[src/rtl/kf_sub_sequencer.sv]
// Operand issue, latency-matched valid tracking and credit-gated FWFT result FIFO
// around the float32 subtractor wrapper. Optional tag path: define KF_SUB_TAG_EN.
module kf_sub_sequencer #(
  parameter int LAT   = 12,
  parameter int DEPTH = 16,
  parameter int TAG_W = 4
) (
  input  logic                   clock,
  input  logic                   reset,
  input  logic [31:0]            in_a,
  input  logic [31:0]            in_b,
  input  logic                   in_valid,
  output logic                   in_ready,
  output logic [31:0]            sub_dataa,
  output logic [31:0]            sub_datab,
  output logic                   sub_validdataa,
  output logic                   sub_validdatab,
  input  logic [31:0]            sub_result,
  output logic [31:0]            out_data,
  output logic                   out_valid,
  input  logic                   out_ready,
  output logic [$clog2(DEPTH):0] credits_used,
`ifdef KF_SUB_TAG_EN
  input  logic [TAG_W-1:0]       in_tag,
  output logic [TAG_W-1:0]       out_tag,
`endif
  output logic                   err_ovf
);

  localparam int AW = $clog2(DEPTH);
  localparam int CW = AW + 1;
  localparam logic [CW-1:0] DEPTH_C = CW'(DEPTH);

  if (LAT < 2 || DEPTH < 4 || (DEPTH & (DEPTH - 1)) != 0 || TAG_W < 1) begin : g_bad_params
    $error("kf_sub_sequencer: need LAT>=2, DEPTH>=4 and a power of two, TAG_W>=1");
  end

  logic          accept;
  logic          pop;
  logic          cap_vld_p2;
  logic          full;
  logic          push;
  logic [LAT-1:0] vld_p1;
  logic [AW-1:0] wr_ptr;
  logic [AW-1:0] rd_ptr;
  logic [CW-1:0] fifo_cnt;
  logic [31:0]   data_mem [DEPTH];

  // Credits cover in-flight ops too, so a full FIFO normally cannot see a capture.
  assign in_ready       = !reset && (credits_used < DEPTH_C);
  assign accept         = in_valid && in_ready;
  assign out_valid      = (fifo_cnt != '0);
  assign pop            = out_valid && out_ready;
  assign cap_vld_p2     = vld_p1[LAT-1];
  assign full           = (fifo_cnt == DEPTH_C);
  assign push           = cap_vld_p2 && (!full || pop);
  assign sub_validdatab = sub_validdataa;
  assign out_data       = out_valid ? data_mem[rd_ptr] : '0;

  always_ff @(posedge clock) begin
    if (reset) begin
      sub_dataa      <= '0;
      sub_datab      <= '0;
      sub_validdataa <= 1'b0;
      vld_p1         <= '0;
      wr_ptr         <= '0;
      rd_ptr         <= '0;
      fifo_cnt       <= '0;
      credits_used   <= '0;
      err_ovf        <= 1'b0;
    end else begin
      // stage p0: operand issue to the wrapper
      sub_validdataa <= accept;
      if (accept) begin
        sub_dataa <= in_a;
        sub_datab <= in_b;
      end
      // stage p1: valid delay line matched to the wrapper latency
      vld_p1 <= {vld_p1[LAT-2:0], sub_validdataa};
      // stage p2: result capture and FIFO bookkeeping
      if (push) wr_ptr <= wr_ptr + 1'b1;
      if (pop)  rd_ptr <= rd_ptr + 1'b1;
      case ({push, pop})
        2'b10:   fifo_cnt <= fifo_cnt + 1'b1;
        2'b01:   fifo_cnt <= fifo_cnt - 1'b1;
        default: fifo_cnt <= fifo_cnt;
      endcase
      case ({accept, pop})
        2'b10:   credits_used <= credits_used + 1'b1;
        2'b01:   credits_used <= credits_used - 1'b1;
        default: credits_used <= credits_used;
      endcase
      if (cap_vld_p2 && full && !pop) err_ovf <= 1'b1;
    end
  end

  always_ff @(posedge clock) begin
    if (push) data_mem[wr_ptr] <= sub_result;
  end

`ifdef KF_SUB_TAG_EN
  logic [TAG_W-1:0]          tag_p0;
  logic [LAT-1:0][TAG_W-1:0] tag_p1;
  logic [TAG_W-1:0]          tag_mem [DEPTH];

  assign out_tag = out_valid ? tag_mem[rd_ptr] : '0;

  always_ff @(posedge clock) begin
    if (reset) begin
      tag_p0 <= '0;
      tag_p1 <= '0;
    end else begin
      if (accept) tag_p0 <= in_tag;
      tag_p1 <= {tag_p1[LAT-2:0], tag_p0};
    end
  end

  always_ff @(posedge clock) begin
    if (push) tag_mem[wr_ptr] <= tag_p1[LAT-1];
  end
`endif

endmodule

[config.mk]
export PLATFORM = sky130hd
export DESIGN_NAME = kf_sub_sequencer
export DESIGN_NICKNAME = d
export VERILOG_FILES = /design/src/rtl/kf_sub_sequencer.sv
export SDC_FILE = /design/constraint.sdc
export NUM_CORES = 1
export LEC_CHECK = 0
export BUFFER_PORTS_ARGS = -buffer_cell sky130_fd_sc_hd__buf_2
export CAP_MARGIN = 10
export CORE_ASPECT_RATIO = 0.9
export CORE_MARGIN = 5
export CORE_UTILIZATION = 53
export DETAILED_ROUTE_END_ITERATION = 8
export GPL_TIMING_DRIVEN = 0
export PLACE_DENSITY = 0.8
export SLEW_MARGIN = 20
export SYNTH_ARGS = -nofsm -noshare
export SYNTH_HDL_FRONTEND = slang
export SYNTH_SLANG_ARGS = --single-unit
[constraint.sdc]
create_clock -name clock -period 3.7 [get_ports clock]
set_clock_uncertainty 0.1 [all_clocks]
set_input_delay 0.37 -clock clock [delete_from_list [all_inputs] [get_ports clock]]
set_output_delay 0.37 -clock clock [all_outputs]
set_load 0.005 [all_outputs]
# Yosys cells after proc, flatten, opt, wreduce, memory -nomap -nowiden
# Memories as Yosys holds them, arrays and structs flattened. A register that Yosys moved wholly into a read port is not among the register bits.
# Cells that the tools add are included.
# W data, S select, Z words.
# totals
n_memories,1
ramBits,512
wordCells,42
input_bits,100
regBits,96
# op_classes
n_addsub,6
n_lt_le_gt_ge,1
n_reduce_logical,13
n_eq_ne,5
n_mux,7
# mem_list
memory,words,word_bits,rd,rd_clocked_by_memory_dff,write_ports,line,rtl
data_mem,16,32,1,1,1,47,logic [31:0] data_mem [DEPTH];
# op_table
operator,n
$mux W32,1
$pmux W5 S2,2
$add A5 B1 Y5 const B,2
$sub A5 B1 Y5 const B,2
$add A4 B1 Y4 const B,2
$mux W4,2
$logic_and A1 B1 Y1,6
$eq A5 B5 Y1 const B,1
$lt A5 B5 Y1 const B,1
$reduce_bool A5 Y1,1
$eq A2 B1 Y1 const B,2
$eq A2 B2 Y1 const B,2
$reduce_bool A2 Y1,2
$logic_not A1 Y1,3
$mux W1,2
$logic_or A1 B1 Y1,1

# Longest topological paths before layout
# Gate-level depths: netlist of run 1.
# depth
word_depth,6
depth_mapped,14
mapped_depth_nobuf,10

# Worst setup path before layout of run 1
# Ideal clock, no wire load.
# synth_path
kind,register -> register
startpoint,register fifo_cnt[2]
endpoint,"memory data_mem[0][0], enable pin"
setup_slack_ps,-59
arrival_time_ps,3198
period_less_slack_ps,3759
stages_incl_launch_ff,6
path_cell_list,dfxtp_1 > or4_4 > buf_6 > o21a_1 > nand2_1 > nor3_1
# synth_via
elab_chain_len,6
# synth_rtl
element,line,rtl
"start, declared",46,logic [CW-1:0] fifo_cnt;
"start signal, assigned",84,2'b10: fifo_cnt <= fifo_cnt + 1'b1;
"start signal, assigned",85,2'b01: fifo_cnt <= fifo_cnt - 1'b1;
"start signal, assigned",86,default: fifo_cnt <= fifo_cnt;
$eq A5 B5 Y1 / $reduce_bool A5 Y1 (equally long branches),"55, 52",
$logic_not A1 Y1 / $logic_and A1 B1 Y1 (equally long branches),"56, 53",
$logic_or A1 B1 Y1 *,56,assign push = cap_vld_p2 && (!full || pop);
$logic_and A1 B1 Y1 *,56,
$mux W1 *,98,if (push) data_mem[wr_ptr] <= sub_result;
$mux W1 (not written as such) *,98,
"end, declared",47,
# Mark *: on every way between the ends. The rest lies on a longest branch, timed or not.

==> results of run 1 <==
[worst max-delay path, cell delays in order (launching register included)]
cell	delay (ns)
dfxtp_1	0.36
clkbuf_1	0.47
clkbuf_1	0.70
mux4_2	0.42
mux2i_1	0.22
o22ai_1	0.20
buf_2	0.17
[routing by layer]
layer / global-route usage (%) / part of all wire (%) / routed length (um) / up-vias
li1: - / - / - / 5648
met5: 0 / 0 / 0 / -
met1: 30.5 / 38 / 21200 / 6775
met3: 4.54 / 8.6 / 4860 / 123
met2: 40.0 / 51 / 28500 / 745
met4: 7.63 / 3.0 / 1690 / 0
[power by group]
group | leakage [nW] | internal [mW] | switching (mW)
clock | 0.799 | 2.88 | 2.41
combinational | 3.08 | 1.66 | 1.93
sequential | 5.42 | 7.63 | 0.145
[area by class of cell]
type	count	area [um2]
clock buffer	77	1530
antenna	1	2.50
tap	555	694
multi-input combinational	557	5580
clock inverter	20	130
inverter	6	22.5
timing repair buffer	302	2240
fill	2681	15200
buffer	72	329
sequential	612	17400
[logic make-up after synthesis]
family / Yosys count / share of synthesized area, %
compound gates: 128 / 3.16
mux: 200 / 15.6
flops: 612 / 75.0
xor+xnor: 9 / 0.340
buf+inv: 79 / 1.50
simple gates: 210 / 3.91
fa+ha+maj: 10 / 0.540
[sequential cells by signal (all words and copies together), names as in the netlist, 4 cells and up, named ones only]
signal        flops
credits_used      5
fifo_cnt          5
data_mem        512
vld_p1           12
sub_dataa        32
rd_ptr            4
sub_datab        32
wr_ptr            4
[Yosys cell counts, types with 2 or more instances]
cell type	count	area [um2]
nand3_1	2	10.0
nor3_1	8	40.0
xor2_1	8	70.1
edfxtp_1	512	15400
nand2_1	134	503
o22ai_1	32	200
or3_1	3	18.8
buf_2	19	95.1
mux2i_1	68	681
buf_1	4	15.0
nor2_1	31	116
mux4_2	128	2880
ha_1	10	125
clkbuf_1	46	173
buf_6	3	33.8
dfxtp_1	100	2000
o211ai_1	3	22.5
o21a_1	4	30.0
nand2b_1	5	31.3
o21ai_0	69	345
nor2b_1	17	106
mux2_2	4	45.0
inv_1	6	22.5
a21oi_1	9	45.0
a31o_2	2	17.5
[repair_timing]
item | CTS | global route
setup endpoints to repair | 1 | 15
gates resized for setup | 0 | 17
cloned | 0 | 0
hold buffers | 71 | 0
hold endpoints to repair | 131 | 0
setup buffers | 0 | 0
[worst min path at each step]
stage                         from               end
floorplan                vld_p1[9]        vld_p1[10]
global placement         vld_p1[9]        vld_p1[10]
detailed placement       vld_p1[9]        vld_p1[10]
CTS                 sub_result[11]   data_mem[9][11]
global route        sub_result[20]  data_mem[14][20]
finish              sub_result[29]   data_mem[6][29]
[per-stage QoR]
step           hold slack [ns]  instances  TNS, ns
2_1_floorplan            0.314       1248        0
3_3_place_gp             0.321       2007  -404.15
3_5_place_dp             0.324       2034   -0.371
4_1_cts               0.000170       2201        0
5_1_grt                 0.0237       2201   -0.146
6_report                0.0297       2202        0
==> impl_metrics.env, run 1 <==
export IMPL_vias=13300
export IMPL_die_area_um2=48000
export IMPL_worst_pin_slew_ns=1.12
export IMPL_p_leak_nw=9.30
export IMPL_wirelength_um=56300
export IMPL_grt_first_pass_wirelength_um=85200
export IMPL_detail_route_wl_per_cell_um=25.6
export IMPL_cts_max_level=2
export IMPL_max_slew_margin_rel_pct=25.1
export IMPL_drt_vias_per_instance=6.04
export IMPL_ys_seq_elements=612
export IMPL_clockBufferDepth=3
export IMPL_core_area_um2=43200
export IMPL_post_place_ws_ns=-0.364
export IMPL_place_area_um2=25500
export IMPL_syn2layout_area_growth_pct=20.5
export IMPL_status="finished clean"
export IMPL_reg2reg_to="credits_used[4]"
export IMPL_synth_edf_count=512
export IMPL_slew_viol_final=0
export IMPL_drcViolationCount=0
export IMPL_power_mw=16.7
export IMPL_nets=1716
export IMPL_die_h_um=208
export IMPL_finish_instance_area_um2=27900
export IMPL_cts_buffers=55
export IMPL_finalSetupViolCount=0
export IMPL_synth_area_um2=23200
export IMPL_cts_root_buf="clkbuf_16"
export IMPL_fin_util_pct=64.7
export IMPL_cp_endpoint="out_data[22]"
export IMPL_firstDrtPassIters=5
export IMPL_hold_class="in2reg"
export IMPL_hold_viol=0
export IMPL_place_hpwl_um=34200
export IMPL_final_antenna_net_count=0
export IMPL_vdd_drop_max_mv=0.422
export IMPL_fin_ws_ns=0.0840
export IMPL_yosysSeqAreaShare_pct=75.0
export IMPL_required_ns=3.23
export IMPL_fin_crit_sh_pct=97.7
export IMPL_rr_worst_depth=13
export IMPL_globalRouteOverflowTotal=0
export IMPL_cp_arrival_ns=3.15
export IMPL_rows=72
export IMPL_start_kind="flop"
export IMPL_pwr_density_cell_nw_per_um2=597
export IMPL_critPathMaxFanout=10
export IMPL_die_x_um=230
export IMPL_crit_type="reg2out"
export IMPL_end_kind="primary output"
export IMPL_grt_max_degree=19
export IMPL_min_path_cells=1
export IMPL_rsz0062_at_grt="yes"
export IMPL_ys_warn_count=0
export IMPL_port_buffers=204
export IMPL_cts_tree="yes"
export IMPL_avgSynthCellArea_um2=18.6
export IMPL_start_util_pct=53.7
export IMPL_rrSetupSlack_ns=0.19
export IMPL_ios=206
export IMPL_final_common_cell="edfxtp_1"
export IMPL_final_cell_mix="edfxtp_1 (512), buf_2 (222), nand2_1 (134)"
export IMPL_period_needed_ns=3.62
export IMPL_gp_congestion=0.809
export IMPL_clkLatencyLatePin_ns=0.61
export IMPL_gr_usage_all_layers_pct=23.4
export IMPL_clkSinkCount=612
export IMPL_drive_above_1_share_pct=29.3
export IMPL_clkTransAtPathRegs_ns=0.06
export IMPL_fmax_mhz=277
export IMPL_ys_flop_type="edfxtp_1"
export IMPL_antenna_found_initial=0
export IMPL_synth_cell_type_count=46
export IMPL_synth_nets=1358
export IMPL_timing_max_cap_violations=0
export IMPL_synthArstFlopShare_pct=0
export IMPL_grt_pass1_vias=14100
export IMPL_syn_inst=1248
export IMPL_reg2reg_from="fifo_cnt[1]"
export IMPL_drt_iter0_drc=1396
Note: power is estimated with default switching activity, not from simulation.
==> inputs of run 2 (changes only) <==
--- a/config.mk
+++ b/config.mk
@@ -9,7 +9,7 @@
 export CAP_MARGIN = 10
 export CORE_ASPECT_RATIO = 0.9
 export CORE_MARGIN = 5
-export CORE_UTILIZATION = 53
+export CORE_UTILIZATION = 55
 export DETAILED_ROUTE_END_ITERATION = 8
 export GPL_TIMING_DRIVEN = 0
 export PLACE_DENSITY = 0.8
==> constraint.sdc (replaced) <==
create_clock -name clock -period 4.48 [get_ports clock]
set_clock_uncertainty 0.1 [all_clocks]
set_input_delay 0.448 -clock clock [delete_from_list [all_inputs] [get_ports clock]]
set_output_delay 0.448 -clock clock [all_outputs]
set_load 0.005 [all_outputs]
==> impl_metrics.env, run 2 (same netlist as run 1, synthesis figures left out) <==
export IMPL_status="finished clean"
export IMPL_end_kind="primary output"
export IMPL_clockBufferDepth=3
export IMPL_syn2layout_area_growth_pct=20.1
export IMPL_reg2reg_to="credits_used[4]"
export IMPL_nets=1713
export IMPL_clkSinkCount=612
export IMPL_min_to="data_mem[12][17]"
export IMPL_crit_top_cell="clkbuf_1"
export IMPL_fin_util_pct=66.7
export IMPL_final_common_cell="edfxtp_1"
export IMPL_cts_buffers=57
export IMPL_start_kind="flop"
export IMPL_p_switching_mw=3.79
export IMPL_slowest_stage="clkbuf_1"
export IMPL_cts_tree="yes"
export IMPL_reg2reg_from="credits_used[4]"
export IMPL_max_slew_margin_rel_pct=30.2
export IMPL_start_util_pct=55.5
export IMPL_place_hpwl_um=34200
export IMPL_die_area_um2=46300
export IMPL_gr_usage_all_layers_pct=24.6
export IMPL_intPower_mw=10.2
export IMPL_rrSetupSlack_ns=0.62
export IMPL_drt_vias_per_instance=6.06
export IMPL_vdd_drop_max_mv=0.331
export IMPL_regMostFlops="data_mem"
export IMPL_p_clk_share_pct=32.7
export IMPL_fmax_mhz=250
export IMPL_port_buffers=204
export IMPL_worst_pin_slew_ns=1.05
export IMPL_detail_route_wl_per_cell_um=25.7
export IMPL_drt_iter0_drc=1578
export IMPL_nFillCells=2585
export IMPL_die_x_um=226
export IMPL_rsz0062_at_grt="no"
export IMPL_hold_viol=0
export IMPL_crit_path_cell_trace="clkbuf_1, clkbuf_1, mux4_2, mux2i_1, o22ai_1, buf_2"
export IMPL_pwr_density_cell_nw_per_um2=502
export IMPL_final_antenna_net_count=0
export IMPL_timing_max_cap_violations=0
export IMPL_clkLatencyLatePin_ns=0.61
export IMPL_power_mw=14.0
export IMPL_placed_cells=2027
export IMPL_ctsHoldBuffers=64
export IMPL_cts_root_buf="clkbuf_16"
export IMPL_reg_top3="data_mem: 512 flops, sub_dataa: 32 flops, sub_datab: 32 flops"
export IMPL_globalRouteOverflowTotal=0
export IMPL_swShare_pct=27.1
export IMPL_hold_class="in2reg"
export IMPL_final_cell_mix="edfxtp_1 (512), buf_2 (223), nand2_1 (134)"
export IMPL_grt_pass1_vias=13900
export IMPL_drcViolationCount=0
export IMPL_cts_max_level=2
export IMPL_finalSetupViolCount=0
export IMPL_ios=206
export IMPL_drive_above_1_share_pct=29.4
export IMPL_vias=13300
export IMPL_die_h_um=205
export IMPL_rr_worst_depth=13
export IMPL_pwr_share_seq_pct=45.9
export IMPL_required_ns=3.93
export IMPL_period_needed_ns=4.00
export IMPL_antenna_found_initial=3
export IMPL_p_leak_nw=9.32
export IMPL_core_area_um2=41800
export IMPL_fin_cells=2200
export IMPL_slowest_delay_ns=0.69
export IMPL_holdCritStartpoint="sub_result[17]"
export IMPL_post_cts_buffers=0
export IMPL_gp_congestion=0.792
export IMPL_crit_type="reg2out"
export IMPL_grt_first_pass_wirelength_um=85400
export IMPL_grt_max_degree=19
export IMPL_largest_reg_flops=512
export IMPL_min_path_cells=1
export IMPL_slew_viol_final=0
export IMPL_fin_crit_sh_pct=89.2
export IMPL_setup_tns_ns=0
export IMPL_clkTransAtPathRegs_ns=0.06
export IMPL_cp_arrival_ns=3.45
export IMPL_wirelength_um=56500
export IMPL_critPathMaxFanout=10
export IMPL_rows=71
export IMPL_firstDrtPassIters=5
export IMPL_cts_resized=0
export IMPL_p_comb_share_pct=21.3
[run 2: cell count changes in the layout (fill, tap and decap cells not counted), moves of 4 or more]
cell	change
clkinv_2	+6
buf_8	-9
buf_4	+5
clkbuf_1	+13
buf_6	+7
dlygate4sd3_1	-7
clkbuf_2	-4
[run 2: worst max-delay path, delay by kind of cell, from the launching register on]
| family | cells | cell delay, ns |
|---|---|---|
| buffers and inverters | 3 | 1.57 |
| AO/OA/AOI/OAI | 1 | 0.46 |
| multiplexers | 2 | 0.43 |
| flip-flops | 1 | 0.37 |
[run 2: per-layer routing]
metal	part of all wire [%]	GRT usage, %	wire length, um	vias up
met3	9.1	4.57	5130	132
met1	38	33.2	21300	6734
met2	50	41.4	28400	831
met4	2.9	7.37	1660	4
li1	-	-	-	5637
met5	0.048	0	27	-
[run 2: worst max path at each step]
stage	startpoint	endpoint	slack [ns]	cells after the start
floorplan	fifo_cnt[2]	data_mem[0][0]	0.72	5
detailed placement	reset	credits_used[4]	0.26	14
global placement	out_ready	data_mem[2][17]	-1.78	5
finish	flop	out_data[1]	0.48	6
global route	credits_used[4]	credits_used[4]	0.37	13
CTS	flop	out_data[1]	0.42	6
[run 2: power by group through the flow]
stage | clock [mW] | sequential (mW) | combinational [mW]
2_1_floorplan | 0 | 6.53 | 1.83
3_3_place_gp | 0 | 6.52 | 2.82
3_5_place_dp | 0 | 6.53 | 2.90
4_1_cts | 4.62 | 6.41 | 2.98
5_1_grt | 4.88 | 6.44 | 3.20
6_report | 4.58 | 6.42 | 2.98
[run 2: area by class of cell]
cell class                 count  area, um2  share of cell area [%]
antenna                        2       5.00                  0.0180
buffer                        73        324                    1.16
clock buffer                  82       1550                    5.57
clock inverter                25        191                   0.688
inverter                       6       22.5                  0.0809
multi-input combinational    557       5560                    20.0
sequential                   612      17400                    62.4
tap                          547        684                    2.46
timing repair buffer         296       2120                    7.63
[run 2: stage by stage]
| step | hold WS (ns) | cell area (um2) | worst slack (ns) |
|---|---|---|---|
| after global placement | 0.319 | 24900 | -1.78 |
| final | 0.0998 | 27800 | 0.484 |
| after CTS | 0.0803 | 27800 | 0.422 |
| after global routing | 0.0984 | 27800 | 0.374 |
| after detailed placement | 0.330 | 25500 | 0.260 |
| after floorplan | 0.314 | 23200 | 0.721 |
